===== config.mk =====
export PLATFORM = sky130hd
export DESIGN_NAME = arith_stage
export DESIGN_NICKNAME = d
export VERILOG_FILES = /design/src/rtl/arith_pkg.sv /design/src/rtl/mul_iter.sv /design/src/rtl/arith_stage.sv
export SDC_FILE = /design/constraint.sdc
export NUM_CORES = 1
export LEC_CHECK = 0
export BUFFER_PORTS_ARGS = -buffer_cell sky130_fd_sc_hd__clkbuf_2
export CORE_MARGIN = 10
export CORE_UTILIZATION = 45
export CTS_CLUSTER_SIZE = 8
export DETAILED_ROUTE_END_ITERATION = 12
export GPL_TIMING_DRIVEN = 0
export HOLD_SLACK_MARGIN = 0.15
export SYNTH_ARGS = -nofsm -noshare
export SYNTH_HDL_FRONTEND = slang
export SYNTH_SLANG_ARGS = --single-unit

===== constraint.sdc =====
create_clock -name clk -period 6.9 [get_ports clk]
set_clock_uncertainty 0.1 [all_clocks]
set_input_delay 1.035 -clock clk [delete_from_list [all_inputs] [get_ports clk]]
set_output_delay 1.035 -clock clk [all_outputs]
set_load 0.01 [all_outputs]

===== src/rtl/arith_pkg.sv =====
// Shared constants, op codes and FSM state type for the BETA ALU arithmetic stage.
// ARITH_FAST_MUL_EN selects the radix-4 multiplier (16 iterations) instead of radix-2 (32).
package arith_pkg;

  localparam int WIDTH = 32;

  localparam logic [1:0] AFN_ADD = 2'b00;
  localparam logic [1:0] AFN_SUB = 2'b01;
  localparam logic [1:0] AFN_MUL = 2'b10;
  localparam logic [1:0] AFN_RSV = 2'b11;

  typedef enum logic [1:0] {
    ST_IDLE = 2'b00,
    ST_MUL  = 2'b01,
    ST_DONE = 2'b10
  } state_e;

`ifdef ARITH_FAST_MUL_EN
  localparam int MUL_CYCLES    = 16;
  localparam int MUL_STEP_BITS = 2;
`else
  localparam int MUL_CYCLES    = 32;
  localparam int MUL_STEP_BITS = 1;
`endif

  localparam int CNT_W = 6;

endpackage


===== src/rtl/mul_iter.sv =====
// Iterative shift-add multiplier core; returns the low WIDTH bits of a*b.
// ARITH_FAST_MUL_EN retires two multiplier bits per step instead of one.
module mul_iter
  import arith_pkg::*;
(
  input  logic             clk,
  input  logic             reset,
  input  logic             start,
  input  logic [WIDTH-1:0] a,
  input  logic [WIDTH-1:0] b,
  output logic             done,
  output logic [WIDTH-1:0] product
);

  logic [WIDTH-1:0] mcand_q, mcand_d;
  logic [WIDTH-1:0] mplier_q, mplier_d;
  logic [WIDTH-1:0] acc_q, acc_d;
  logic [CNT_W-1:0] cnt_q, cnt_d;
  logic [WIDTH-1:0] partial;

`ifdef ARITH_FAST_MUL_EN
  always_comb begin
    partial = '0;
    case (mplier_q[1:0])
      2'b01:   partial = mcand_q;
      2'b10:   partial = mcand_q << 1;
      2'b11:   partial = mcand_q + (mcand_q << 1);
      default: partial = '0;
    endcase
  end
`else
  always_comb begin
    partial = mplier_q[0] ? mcand_q : '0;
  end
`endif

  // Down-counter of remaining steps; terminal count (zero) means the product is complete.
  always_comb begin
    mcand_d  = mcand_q;
    mplier_d = mplier_q;
    acc_d    = acc_q;
    cnt_d    = cnt_q;
    if (start) begin
      mcand_d  = a;
      mplier_d = b;
      acc_d    = '0;
      cnt_d    = CNT_W'(MUL_CYCLES);
    end else if (cnt_q != '0) begin
      acc_d    = acc_q + partial;
      mcand_d  = mcand_q << MUL_STEP_BITS;
      mplier_d = mplier_q >> MUL_STEP_BITS;
      cnt_d    = cnt_q - CNT_W'(1);
    end
  end

  always_ff @(posedge clk or posedge reset) begin
    if (reset) begin
      mcand_q  <= '0;
      mplier_q <= '0;
      acc_q    <= '0;
      cnt_q    <= '0;
    end else begin
      mcand_q  <= mcand_d;
      mplier_q <= mplier_d;
      acc_q    <= acc_d;
      cnt_q    <= cnt_d;
    end
  end

  assign done    = (cnt_q == '0);
  assign product = acc_q;

endmodule


===== src/rtl/arith_stage.sv =====
// BETA ALU arithmetic stage: add/sub in one cycle, iterative multiply, registered result and Z/V/N.
// ARITH_FAST_MUL_EN (see arith_pkg) halves the multiply iteration count.
//
// state   | meaning
// IDLE    | ready to accept an operation
// MUL     | multiplier core iterating
// DONE    | result and flags valid, waiting for out_ready
module arith_stage
  import arith_pkg::*;
(
  input  logic             clk,
  input  logic             reset,
  input  logic             in_valid,
  output logic             in_ready,
  input  logic [WIDTH-1:0] a,
  input  logic [WIDTH-1:0] b,
  input  logic [1:0]       afn,
  output logic             out_valid,
  input  logic             out_ready,
  output logic [WIDTH-1:0] result,
  output logic             z,
  output logic             v,
  output logic             n
);

  state_e           state_q, state_d;
  logic [WIDTH-1:0] result_q, result_d;
  logic             z_q, z_d;
  logic             v_q, v_d;
  logic             n_q, n_d;

  logic             accept;
  logic             is_mul;
  logic             is_sub;
  logic             mul_start;
  logic             mul_done;
  logic [WIDTH-1:0] mul_product;
  logic [WIDTH-1:0] b_op;
  logic [WIDTH-1:0] sum;
  logic             sum_v;

  assign accept    = in_valid && (state_q == ST_IDLE);
  assign is_mul    = (afn == AFN_MUL);
  assign is_sub    = (afn == AFN_SUB);
  assign mul_start = accept && is_mul;

  mul_iter u_mul_iter (
    .clk     (clk),
    .reset   (reset),
    .start   (mul_start),
    .a       (a),
    .b       (b),
    .done    (mul_done),
    .product (mul_product)
  );

  // Reserved afn falls through to add.
  always_comb begin
    b_op = is_sub ? ~b : b;
    sum  = a + b_op + {{(WIDTH-1){1'b0}}, is_sub};
    if (is_sub)
      sum_v = (a[WIDTH-1] ^ b[WIDTH-1]) & (a[WIDTH-1] ^ sum[WIDTH-1]);
    else
      sum_v = ~(a[WIDTH-1] ^ b[WIDTH-1]) & (a[WIDTH-1] ^ sum[WIDTH-1]);
  end

  always_ff @(posedge clk or posedge reset) begin
    if (reset) state_q <= ST_IDLE;
    else       state_q <= state_d;
  end

  always_comb begin
    state_d = state_q;
    case (state_q)
      ST_IDLE: if (accept)    state_d = is_mul ? ST_MUL : ST_DONE;
      ST_MUL:  if (mul_done)  state_d = ST_DONE;
      ST_DONE: if (out_ready) state_d = ST_IDLE;
      default:                state_d = ST_IDLE;
    endcase
  end

  always_comb begin
    in_ready  = (state_q == ST_IDLE);
    out_valid = (state_q == ST_DONE);
  end

  always_comb begin
    result_d = result_q;
    z_d      = z_q;
    v_d      = v_q;
    n_d      = n_q;
    if (accept && !is_mul) begin
      result_d = sum;
      z_d      = (sum == '0);
      v_d      = sum_v;
      n_d      = sum[WIDTH-1];
    end else if (state_q == ST_MUL && mul_done) begin
      result_d = mul_product;
      z_d      = (mul_product == '0);
      v_d      = 1'b0;
      n_d      = mul_product[WIDTH-1];
    end
  end

  always_ff @(posedge clk or posedge reset) begin
    if (reset) begin
      result_q <= '0;
      z_q      <= 1'b0;
      v_q      <= 1'b0;
      n_q      <= 1'b0;
    end else begin
      result_q <= result_d;
      z_q      <= z_d;
      v_q      <= v_d;
      n_q      <= n_d;
    end
  end

  assign result = result_q;
  assign z      = z_q;
  assign v      = v_q;
  assign n      = n_q;

endmodule


### Word level (Yosys, flattened, before mapping)

Cells that the tools add are included.

* bits in writable memories: 0
* output and inout port bits: 37
* bits in registers: 139
* memories: 0
* bits in latches: 0
* bits in read-only memories: 0

* shifts and indexed selects: 0
* muxes and demuxes: 24
* add/sub/neg operators: 4
* equal/unequal tests: 7
* magnitude comparators: 0
* div/mod/pow operators: 0
* reduce and logical (&&, ||, !) cells: 13
* bitwise gates (word level): 6
* $mul: 0

Operators with widths (count)
* $mux W32: 10
* $add A32 B32 Y32: 2
* $logic_not A32 Y1: 2
* $add A32 B1 Y32: 1
* $not A32 Y32: 1
* $mux W6: 2
* $mux W2: 4
* $mux W1: 7
* $logic_not A6 Y1: 1
* $pmux W2 S3: 1
* $reduce_bool A6 Y1: 1
* $sub A6 B1 Y6 const B: 1
* $eq A2 B1 Y1 const B: 2
* $eq A2 B2 Y1 const B: 2
* $logic_and A1 B1 Y1: 4
* $ne A2 B1 Y1 const B: 2
* $reduce_bool A2 Y1: 2
* $reduce_and A3 Y1: 1
* $and A1 B1 Y1: 2
* $logic_not A2 Y1: 1
* $ne A2 B2 Y1 const B: 1
* $xor A1 B1 Y1: 2
* $logic_not A1 Y1: 1
* $not A1 Y1: 1

### Depth between registers and ports, before layout

Gate-level depths: netlist (run 1).

* depth in word-level cells: 8
* gate-level depth with buffers: 16
* depth with buffers taken out: 14

### Hierarchy

A second synthesis (run 1) with hierarchy kept.

* cells, all modules: 1248
* area, all modules: 10443.8 sq um

Modules (own cells, without submodules)
* mul_iter: sequential area each 2552.4 sq um, area each 6506.2 sq um, cells an instance 732, instances 1
* arith_stage: sequential area each 900.9 sq um, area each 3937.5 sq um, cells an instance 516, instances 1

### Worst setup path before layout (run 1)

No wires, ideal clock.

* path type: input to register
* from: in afn[1]
* to: reg z_q (netlist: z)
* stages: 15
* data arrival time: 4116 ps
* path slack: 2608 ps
* setup time: 76 ps
* path through: nand2b_1 -> clkbuf_1 -> buf_1 -> xnor2_1 -> ha_1 -> a211oi_1 -> o21ai_1 -> nor4_1 -> o311ai_0 -> a31o_2 -> a21oi_1 -> xnor2_1 -> o211ai_1 -> nand4b_1 -> o21ai_1

* longest elaborated chain between the ends: 6
* elaborated cells between the ends (all ways): 10
* classes of those cells: 2 x add/sub; 2 x eq/ne; 2 x mux; 4 x reduce/logical

Ends and longest elaborated chain
* start: declaration: line arith_stage.sv:17 `input logic [1:0] afn,`
* $eq A2 B1 Y1: line arith_stage.sv:44 `assign is_sub = (afn == AFN_SUB);`
* $mux W32: line arith_stage.sv:59 `b_op = is_sub ? ~b : b;`
* $add A32 B32 Y32: line arith_stage.sv:60 `sum = a + b_op + {{(WIDTH-1){1'b0}}, is_sub};`
* $add A32 B1 Y32: line arith_stage.sv:60
* $logic_not A32 Y1: line arith_stage.sv:94 `z_d = (sum == '0);`
* $mux W1: line arith_stage.sv:92 `if (accept && !is_mul) begin`
* end signal: assignment: line arith_stage.sv:113 `z_q <= z_d;`
* end: declaration: line arith_stage.sv:28 `logic z_q, z_d;`

Several ways; a longest one is shown, not always the timed one.
A chain may end at the register's enable or synchronous reset.

### Final worst setup path (run 1)

Ends and elaborated chain as after synthesis.

==> results of run 1 <==
logic make-up (layout without fill, tap and decap cells):
logic type	after synthesis	after routing
AO/OA/AOI/OAI	353	353
multiplexers	6	6
XOR/XNOR	81	81
buffers and inverters	87	226
AND/OR/NAND/NOR	486	486
adder cells (fa/ha/maj)	68	68
flip-flops	138	138
registers in the layout, indices dropped and copies added, names as in the netlist:
name,cells
result,32
u_mul_iter.mcand_q,32
u_mul_iter.mplier_q,32
u_mul_iter.product,32
u_mul_iter.cnt_q,6
state_q,2
v,1
z,1
path summary, 6_finish.rpt:
path                                                    start                                  to  slack [ps]  cells past startpoint
max reg2reg                u_mul_iter.mplier_q[0]$_DFFE_PP0P_  u_mul_iter.product[31]$_DFFE_PP0P_        2920                     12
max                                                    afn[1]                       z$_DFFE_PP0P_        1540                     16
min                                    result[15]$_DFFE_PP0P_              result[15]$_DFFE_PP0P_         410                      2
max in group asynchronous                               reset  u_mul_iter.product[19]$_DFFE_PP0P_        5320                      3
min reg2reg                            result[15]$_DFFE_PP0P_              result[15]$_DFFE_PP0P_         410                      2
min in group asynchronous                               reset  u_mul_iter.mplier_q[6]$_DFFE_PP0P_         620                      2
metrics by stage:
stage / std cells / hold slack, ps / power [uW]
after CTS: 1638 / 414 / 2260
after detailed placement: 1606 / 399 / 1240
after global routing: 1638 / 427 / 2340
after global placement: 1605 / 392 / 1240
after floorplan: 1219 / 366 / 1090
final: 1638 / 411 / 2260
power by group through the flow:
stage	Combinational [uW]	Sequential [uW]	Clock, uW
2_1_floorplan	270	824	0
3_3_place_gp	417	824	0
3_5_place_dp	420	824	0
4_1_cts	422	809	1030
5_1_grt	469	808	1060
6_report	430	809	1020
per-layer routing:
| metal | vias to the layer above | global-route usage | share of wire |
|---|---|---|---|
| met5 | - | 0 | 0 |
| met4 | 0 | 0.0757 | 0.021 |
| met3 | 47 | 0.0468 | 0.066 |
| met2 | 309 | 0.366 | 0.46 |
| met1 | 4502 | 0.316 | 0.45 |
| li1 | 4608 | - | - |
cells in the final DEF, fill, tap and decap left out, types with 5 or more instances in the layout:
cell	count
mux2i_1	5
nand2b_1	11
o31ai_1	6
nand2_1	215
a21o_1	18
clkbuf_2	106
and2_1	35
nor3_1	23
o21a_1	11
o211ai_1	8
clkbuf_1	55
o21ai_0	57
nand4_1	8
a211o_1	7
o21bai_1	8
nor2b_1	13
buf_1	5
o21ai_1	5
nor2_1	114
nand3_1	21
and3_1	11
a22oi_1	25
clkbuf_16	17
xnor2_1	63
a31oi_1	69
a21oi_1	82
inv_6	5
xor2_1	18
ha_1	66
or3_1	5
nor4_1	10
dfrtp_1	138
a211oi_1	16
inv_1	25
final cells by class:
type                    instances  area (um2)  area share
multi-input cells             994        6140       0.535
flip-flops and latches        138        3450       0.301
repair buffers                107         558      0.0486
clock buffers                  17         425      0.0371
well taps                     280         350      0.0305
plain buffers                  61         233      0.0203
clock inverters                15         214      0.0186
inverters                      26         103     0.00894
synth_stat cells (3+ instances only):
| library cell | instances |
|---|---|
| a21oi_2 | 3 |
| a22o_1 | 4 |
| o21bai_1 | 8 |
| a221o_1 | 4 |
| o211ai_1 | 8 |
| a31oi_1 | 69 |
| inv_1 | 26 |
| nand3b_1 | 3 |
| clkbuf_1 | 55 |
| a211o_1 | 7 |
| xnor2_1 | 63 |
| nor2b_1 | 13 |
| o21ai_1 | 5 |
| o21a_1 | 11 |
| nand3_1 | 21 |
| xor2_1 | 18 |
| a22oi_1 | 25 |
| nor4_1 | 10 |
| a21boi_0 | 4 |
| o21ai_0 | 57 |
| o31ai_1 | 6 |
| a211oi_1 | 16 |
| and3_1 | 11 |
| or3_1 | 5 |
| nor3_1 | 23 |
| nor2_1 | 114 |
| o22ai_1 | 3 |
| nand2_1 | 215 |
| nand4_1 | 8 |
| buf_1 | 5 |
| dfrtp_1 | 138 |
| or2_2 | 3 |
| a21oi_1 | 82 |
| ha_1 | 66 |
| and2_1 | 35 |
| a21o_1 | 18 |
| nand2b_1 | 11 |
| mux2i_1 | 5 |
tightest hold or removal path: cells and delay by family, from the launching register on:
| kind | cells | cell delay, ps |
|---|---|---|
| flip-flops | 1 | 350 |
| AO/OA/AOI/OAI | 2 | 130 |
==> metrics.txt, run 1 <==
area post-placement 10800 um2; Critical path buffers and inverters 3; Post-Place Worst Slack 1270 ps; Slew Viols, Final 0; routed len/inst 20.5 um; main flop type after synthesis dfrtp_1; xor and xnor area share after synthesis 0.0715; Final Core Density 0.527; Synth area leader dfrtp_1; number of flops mapped to enable cells by yosys 0; CP Max Fanout 10; WL final 33600 um; DRC Markers 0; Setup crit start kind input port; Setup-failing EPs final 0; n_diodes 0; GP Congestion 0.925; Yosys cell types 70; Seq cells post-synth 138; Layout Nets 1483; Max clock buf depth 2; Tcrit/Tclk final 0.776; Fin. Hold Viols 0; WP data required 7160 ps; compound-gate portion of the synthesized area 0.231; post-synthesis mux area share 0.00618; Critical Path Slowest Stage Cell buf_1; Clock Power Share 0.452; PostCTS Resize Cnt 0; TritonCTS clock tree built; layout cells sized above 1 0.118; port buffer count 106; async set-reset flop share out of synthesis 1.00; switching portion of total power 0.306; RSZ-0062 raised after global routing no; Final ANT Viol Nets 0; Row Count 54; Starting Density 0.456; FILL cells 2126; largest net degree at the start of global routing 81; MaxCap Viol Count 0; clk_lat worst skew 430 ps; most used cell, CP o21ai_0; setup TNS 0 ps; CP endpoint kind flip-flop; Die X 168 um; Sink Count 138; Clock transition at path regs 70 ps; largest family of logic cells by synthesized area compound AO/OA/AOI/OAI gates; main area contributors after synthesis dfrtp_1, ha_1, nand2_1; Ports 107; fin area 11500 um2; post-detail-place hpwl 26300 um; combinational share of power 0.190; power density over the cells 197 nW/um2; Worst-Margin Slew 953 ps; Area Growth Syn to Fin 15.6%; DRT iter0 DRCs 702; Leakage 0.00523 uW; status finished clean; Synth Instances 1219; vias per cell 5.78; synth warn 0; Die ar. 28400 um2; worst setup margin 1540 ps; CTS root buffer clkbuf_16; Syn Nets 1357; sequence of cells on the critical path clkbuf_2 > nand2b_1 > clkbuf_1 > buf_1 > xnor2_1 > ha_1 > nand2_1 > o21ai_0 > a211oi_1 > o21ai_0 > nor2_1 > xor2_1 > nand4bb_1 > nor4b_2 > nand4b_1 > o21ai_1; register area share after synthesis 0.348; Syn Area/Cell 8.14 um2; worst min-delay path class reg2reg; setup bufs post-CTS 0; Post-Synth Adder-Cell Area 0.0873; Period minus WS final 5360 ps; Critical Path AT 5620 ps; Top delay family on crit path compound AO/OA/AOI/OAI gates; Vert. Die Dim 168 um; Max-Slew Margin vs Limit 0.365; Via Count 9466; Yosys top cell area share 0.348; vias in the first global route 9420; CTS HTree Levels 4; CTS Buf Count 17; GRT Residual Overflow 0; Mapped Area 9920 um2; core area 21800 um2; Post-Synth Simple-Gate Area 0.222; FMAX 187 MHz; gr usage total 0.234; first-pass GRT wire length 52600 um; critical path class in2reg; initial antenna violation count 0; maximum VDD drop 0.000162 V; switching power 692 uW; crit-path max cell delay 750 ps; Int Power 1570 uW; drt pass-1 iters 6; CTS hold repair buffers 0; register share of total power 0.358
No activity file was read; power rests on OpenSTA's default activity.
==> run 2: changes to the inputs <==
--- a/config.mk
+++ b/config.mk
@@ -5,6 +5,7 @@
 export SDC_FILE = /design/constraint.sdc
 export NUM_CORES = 1
 export LEC_CHECK = 0
+export ABC_AREA = 1
 export BUFFER_PORTS_ARGS = -buffer_cell sky130_fd_sc_hd__clkbuf_2
 export CORE_MARGIN = 10
 export CORE_UTILIZATION = 45
==> constraint.sdc (replaced) <==
create_clock -name clk -period 5.27 [get_ports clk]
set_clock_uncertainty 0.1 [all_clocks]
set_input_delay 0.7905 -clock clk [delete_from_list [all_inputs] [get_ports clk]]
set_output_delay 0.7905 -clock clk [all_outputs]
set_load 0.01 [all_outputs]
==> run 2 against run 1 <==
  * First-iteration DRC count increased by 44%
  * Sequential share of layout area down 1.2 points
  * Non-clock buffer count fell by 18
  * Routed wire length grew 12%
  * Synthesized area is 4.9% higher
  * Via count is 11% higher
  * Count of clock-buffer cells in the layout is 2 higher
  * Largest cell class unchanged
  * Largest power group is now combinational cells
==> metrics.txt, run 2 <==
largest net degree at the start of global routing 75; switching portion of total power 0.462; Yosys top cell area share 0.332; Worst-Margin Slew 1140 ps; Die ar. 29600 um2; Setup crit start kind input port; Tcrit/Tclk final 0.754; Sink Count 138; drt pass-1 iters 7; async set-reset flop share out of synthesis 1.00; Max-Slew Margin vs Limit 0.240; Critical Path Slowest Stage Cell buf_1; GP Congestion 0.973; Post-Place Worst Slack 865 ps; WL final 37500 um; Starting Density 0.458; vias per cell 5.45; most used cell, CP nand2_1; CTS hold repair buffers 0; Leakage 0.00632 uW; Die X 172 um; setup TNS 0 ps; MaxCap Viol Count 0; Synth area leader dfrtp_1; CP endpoint kind flip-flop; n_diodes 0; Mapped Area 10400 um2; clk_lat worst skew 430 ps; CTS root buffer clkbuf_16; Critical path buffers and inverters 4; Yosys cell types 45; FMAX 252 MHz; worst setup margin 1290 ps; vias in the first global route 10100; layout cells sized above 1 0.118; CP startpoint afn[1]; Critical Path AT 4240 ps; CP Max Fanout 10; DRT iter0 DRCs 1010; power density over the cells 518 nW/um2; core area 22700 um2; Fin. Hold Viols 0; Layout Nets 1766; Ports 107; post-detail-place hpwl 30200 um; commonest cells after routing, fill and taps aside nand2_1, inv_1, dfrtp_1; RR Startpoint u_mul_iter.mplier_q[0]$_DFFE_PP0P_; sequence of cells on the critical path clkbuf_2 > inv_1 > nand2_2 > buf_1 > xor2_1 > fa_1 > inv_1 > nand2_1 > nand2_1 > nand3_1 > nand2_2 > nand2_1 > nand2_1 > nand2_1 > nor2_1 > nand3_1 > nor2_1 > nand4_1 > nor2_1 > nand2_1 > a21oi_2; Seq cells post-synth 138; status finished clean; initial antenna violation count 0; Slew Viols, Final 0; Int Power 3330 uW; RSZ-0062 raised after global routing no; register area share after synthesis 0.332; setup bufs post-CTS 0; Row Count 55; maximum VDD drop 0.000211 V; switching power 2850 uW; Via Count 10500; commonest non-fill, non-tap cell in the layout nand2_1; routed len/inst 19.5 um; GRT Residual Overflow 0; DRC Markers 0; Top delay family on crit path simple AND/OR/NAND/NOR gates; number of flops mapped to enable cells by yosys 0; first-pass GRT wire length 57400 um; Setup-failing EPs final 0; PostCTS Resize Cnt 0; CTS Buf Count 17; worst min-delay path class in2async; Syn Area/Cell 6.93 um2; critical path class in2reg; Final ANT Viol Nets 0; Clock transition at path regs 70 ps; Syn Nets 1640; WP data required 5530 ps; Vert. Die Dim 172 um; leading cell type by number of instances after synthesis nand2_1; Synth Instances 1502; synth warn 0; Area Growth Syn to Fin 14.7%; crit-path max cell delay 640 ps; Clock Power Share 0.206; TritonCTS clock tree built; CTS HTree Levels 4; combinational share of power 0.485; gr usage total 0.255; synth cell count leaders nand2_1, inv_1, dfrtp_1; main area contributors after synthesis dfrtp_1, nand2_1, inv_1; main flop type after synthesis dfrtp_1; Period minus WS final 3980 ps; port buffer count 106; Max clock buf depth 2; register share of total power 0.309
-- run 2: cell count changes after synthesis, moves of 15 or more --
cell | before | now
a31oi_1 | 69 | 15
nand2_1 | 215 | 449
clkbuf_1 | 55 | 28
a211oi_1 | 16 | 0
o221ai_1 | 1 | 29
o211ai_1 | 8 | 42
and2_1 | 35 | 0
o21ai_0 | 57 | 72
nand3_1 | 21 | 65
xnor2_1 | 63 | 25
a22oi_1 | 25 | 0
nand2_2 | 0 | 21
inv_1 | 26 | 228
-- run 2: kinds of logic after synthesis --
family / share of synthesized area
compound gates: 0.171
xor+xnor: 0.0370
fa+ha+maj: 0.0832
buf+inv: 0.101
flops: 0.332
simple gates: 0.276
-- run 2: worst paths after layout --
kind / slack (ps) / endpoint / cells after the start
setup reg to reg: 1740 / u_mul_iter.product[22]$_DFFE_PP0P_ / 20
setup / recovery: 1290 / z$_DFFE_PP0P_ / 21
min in group clk: 380 / u_mul_iter.mplier_q[1]$_DFFE_PP0P_ / 2
hold / removal: 330 / result[6]$_DFFE_PP0P_ / 2
hold reg to reg: 380 / u_mul_iter.mplier_q[1]$_DFFE_PP0P_ / 2
max in group asynchronous: 3930 / u_mul_iter.mcand_q[24]$_DFFE_PP0P_ / 3
-- run 2: per-layer routing --
metal / global-route usage / vias to the layer above / part of all wire
met1: 0.337 / 4887 / 0.45
li1: - / 5182 / -
met4: 0.0682 / 0 / 0.021
met5: 0 / - / 0
met3: 0.0422 / 60 / 0.067
met2: 0.421 / 359 / 0.46
-- run 2: layout make-up --
type / count / area, um2
inverter: 233 / 880
sequential: 138 / 3450
clock buffer: 19 / 453
multi-input combinational: 1088 / 5900
clock inverter: 13 / 156
buffer: 43 / 179
fill: 2342 / 10800
timing repair buffer: 107 / 558
tap: 285 / 357
-- run 2: power groups by stage --
stage | Clock [uW] | Combinational [uW] | Sequential (uW)
6_report | 1270 | 3000 | 1910
4_1_cts | 1280 | 2970 | 1900
2_1_floorplan | 0 | 2020 | 1870
3_3_place_gp | 0 | 2920 | 1910
3_5_place_dp | 0 | 2960 | 1910
5_1_grt | 1330 | 3360 | 1970
-- run 2: per-stage QoR --
stage	std cells	hold WS [ps]	cell area [um2]	utilization	power [uW]
2_1_floorplan	1502	352	10400	-	3890
3_3_place_gp	1893	364	11300	0.497	4830
3_5_place_dp	1894	367	11300	0.499	4870
4_1_cts	1926	361	11900	0.526	6160
5_1_grt	1926	378	11900	0.526	6670
6_report	1926	332	11900	0.526	6180
==> run 3: changes to the inputs <==
--- a/config.mk
+++ b/config.mk
@@ -5,7 +5,7 @@
 export SDC_FILE = /design/constraint.sdc
 export NUM_CORES = 1
 export LEC_CHECK = 0
-export ABC_AREA = 1
+export ABC_AREA = 0
 export BUFFER_PORTS_ARGS = -buffer_cell sky130_fd_sc_hd__clkbuf_2
 export CORE_MARGIN = 10
 export CORE_UTILIZATION = 45
@@ -13,6 +13,7 @@
 export DETAILED_ROUTE_END_ITERATION = 12
 export GPL_TIMING_DRIVEN = 0
 export HOLD_SLACK_MARGIN = 0.15
+export PLACE_DENSITY = 0.66
 export SYNTH_ARGS = -nofsm -noshare
 export SYNTH_HDL_FRONTEND = slang
 export SYNTH_SLANG_ARGS = --single-unit
==> constraint.sdc (replaced) <==
create_clock -name clk -period 3.55 [get_ports clk]
set_clock_uncertainty 0.1 [all_clocks]
set_input_delay 0.5325 -clock clk [delete_from_list [all_inputs] [get_ports clk]]
set_output_delay 0.5325 -clock clk [all_outputs]
set_load 0.01 [all_outputs]
==> run 3 against run 2 <==
  * Hold slack got worse by 86 ps
  * Worst setup slack got worse by 1200 ps
  * Global-route usage decreased by 2.4 points
  * Flip-flop and latch count unchanged
  * Non-clock buffer count increased by 39
  * Routed wire length decreased by 9.9%
  * First-iteration DRC count decreased by 8.5%
  * Register-to-register slack got worse by 1600 ps
  * Critical path depth decreased by 4
  * Via count decreased by 6.7%
  * Utilization increased by 3.2 points
  * Final cell count decreased by 14%
  * Largest cell class unchanged
==> metrics.txt, run 3 (synthesized netlist as in run 1, its figures left out) <==
status finished clean; Slew Viols, Final 0; MaxCap Viol Count 0; RSZ-0062 raised after global routing yes; commonest cells after routing, fill and taps aside nand2_1, dfrtp_1, nor2_1; Max-Slew Margin vs Limit 0.453; Vert. Die Dim 168 um; fin area 12100 um2; drt pass-1 iters 5; Via Count 9787; Reg2Reg Depth 13; commonest non-fill, non-tap cell in the layout nand2_1; Die ar. 28400 um2; Leakage 0.00551 uW; TritonCTS clock tree built; layout cells sized above 1 0.178; Final ANT Viol Nets 0; CTS root buffer clkbuf_16; R2R Path End u_mul_iter.product[30]$_DFFE_PP0P_; power density over the cells 378 nW/um2; overall power 4590 uW; Fin. Hold Viols 0; Sink Count 138; CTS Buf Count 17; CTS HTree Levels 4; Critical Path AT 3750 ps; Period minus WS final 3500 ps; Layout Nets 1504; maximum VDD drop 0.000347 V; min-delay src out_ready; Row Count 54; WL final 33800 um; GP Congestion 0.931; area post-placement 10900 um2; core area 21800 um2; initial antenna violation count 2; gr usage total 0.231; FMAX 286 MHz; worst min-delay path class in2reg; flop2flop setup slack 110 ps; port buffer count 106; DRT iter0 DRCs 924; CP Max Fanout 10; Max clock buf depth 2; GRT Residual Overflow 0; critical path class in2reg; CP startpoint afn[1]; routed len/inst 20.4 um; WP data required 3800 ps; Clock transition at path regs 60 ps; clk_lat worst skew 430 ps; Tcrit/Tclk final 0.985; vias in the first global route 9502; first-pass GRT wire length 52200 um; Worst-Margin Slew 821 ps; largest net degree at the start of global routing 43; DRC Markers 0; RR Startpoint u_mul_iter.mplier_q[0]$_DFFE_PP0P_; Die X 168 um; Hold Worst Slack 246 ps; Setup-failing EPs final 0; CP Capture Point z$_DFFE_PP0P_; post-detail-place hpwl 26300 um; Setup crit start kind input port; Area Growth Syn to Fin 22.4%; CP endpoint kind flip-flop; vias per cell 5.90; Starting Density 0.456; Ports 107
run 3: cell count changes in the layout (fill, tap and decap cells not counted), sizes merged, moves of 28 or more:
cell    change
clkbuf     +28
and2       +35
o211ai     -33
o221ai     -28
nand2     -255
xnor2      +38
inv       -213
nand3      -46
a31oi      +54
run 3: worst min-delay path by stage:
| stage | slack (ps) | depth (start not counted) | end |
|---|---|---|---|
| 2_1_floorplan | 370 | 1 | u_mul_iter.mplier_q[31]$_DFFE_PP0P_ |
| 3_3_place_gp | 390 | 1 | u_mul_iter.mplier_q[31]$_DFFE_PP0P_ |
| 3_5_place_dp | 400 | 1 | u_mul_iter.mplier_q[31]$_DFFE_PP0P_ |
| 4_1_cts | 240 | 3 | state_q[1]$_DFFE_PP0P_ |
| 5_1_grt | 290 | 3 | u_mul_iter.mplier_q[25]$_DFFE_PP0P_ |
| 6_report | 250 | 3 | state_q[1]$_DFFE_PP0P_ |
run 3: power breakdown:
part / internal [uW] / switching, uW
registers: 1570 / 0
clock network: 1270 / 722
logic: 402 / 619
total: 3240 / 1340
run 3: layer usage:
layer	vias up	GRT usage	share of wire
li1	4652	-	-
met1	4662	0.301	0.43
met2	392	0.358	0.46
met3	79	0.0558	0.085
met4	2	0.0950	0.031
met5	-	0	0.00038
run 3: critical path: stages:
cell	delay, ps
clkbuf_2	130
nand2b_4	200
buf_8	170
xnor2_4	180
inv_1	90
fa_1	430
nand2b_1	210
a21oi_4	210
nor4_2	70
buf_4	170
nor2_2	150
xor2_1	140
and4bb_1	310
nand4bb_1	150
nor4b_2	270
nand4b_1	200
o21ai_1	120
run 3: metrics by stage:
stage	setup slack (ps)	setup TNS, ps	util	instances
after global placement	-1300	-13920	0.497	1605
after CTS	-57.1	-57.1	0.543	1647
after floorplan	93.6	0	-	1219
after global routing	-55.8	-62.2	0.558	1659
after detailed placement	-1340	-14890	0.500	1608
final	52.5	0	0.558	1660
run 3: cell type report:
class / instances / area, um2
fill: 2018 / 9620
multi-input combinational: 994 / 6560
sequential: 138 / 3450
timing repair buffer: 130 / 751
clock buffer: 22 / 494
tap: 280 / 350
buffer: 59 / 262
clock inverter: 10 / 163
inverter: 26 / 101
antenna: 1 / 2.50
run 3: repair_timing:
item                       4_1_cts  5_1_grt
resized for setup               48       48
setup buffers                    8       12
setup endpoints to repair       23       14
gates cloned                     0        0
hold buffers                     1        0
hold endpoints to repair        32        0
pin swaps                       11       20
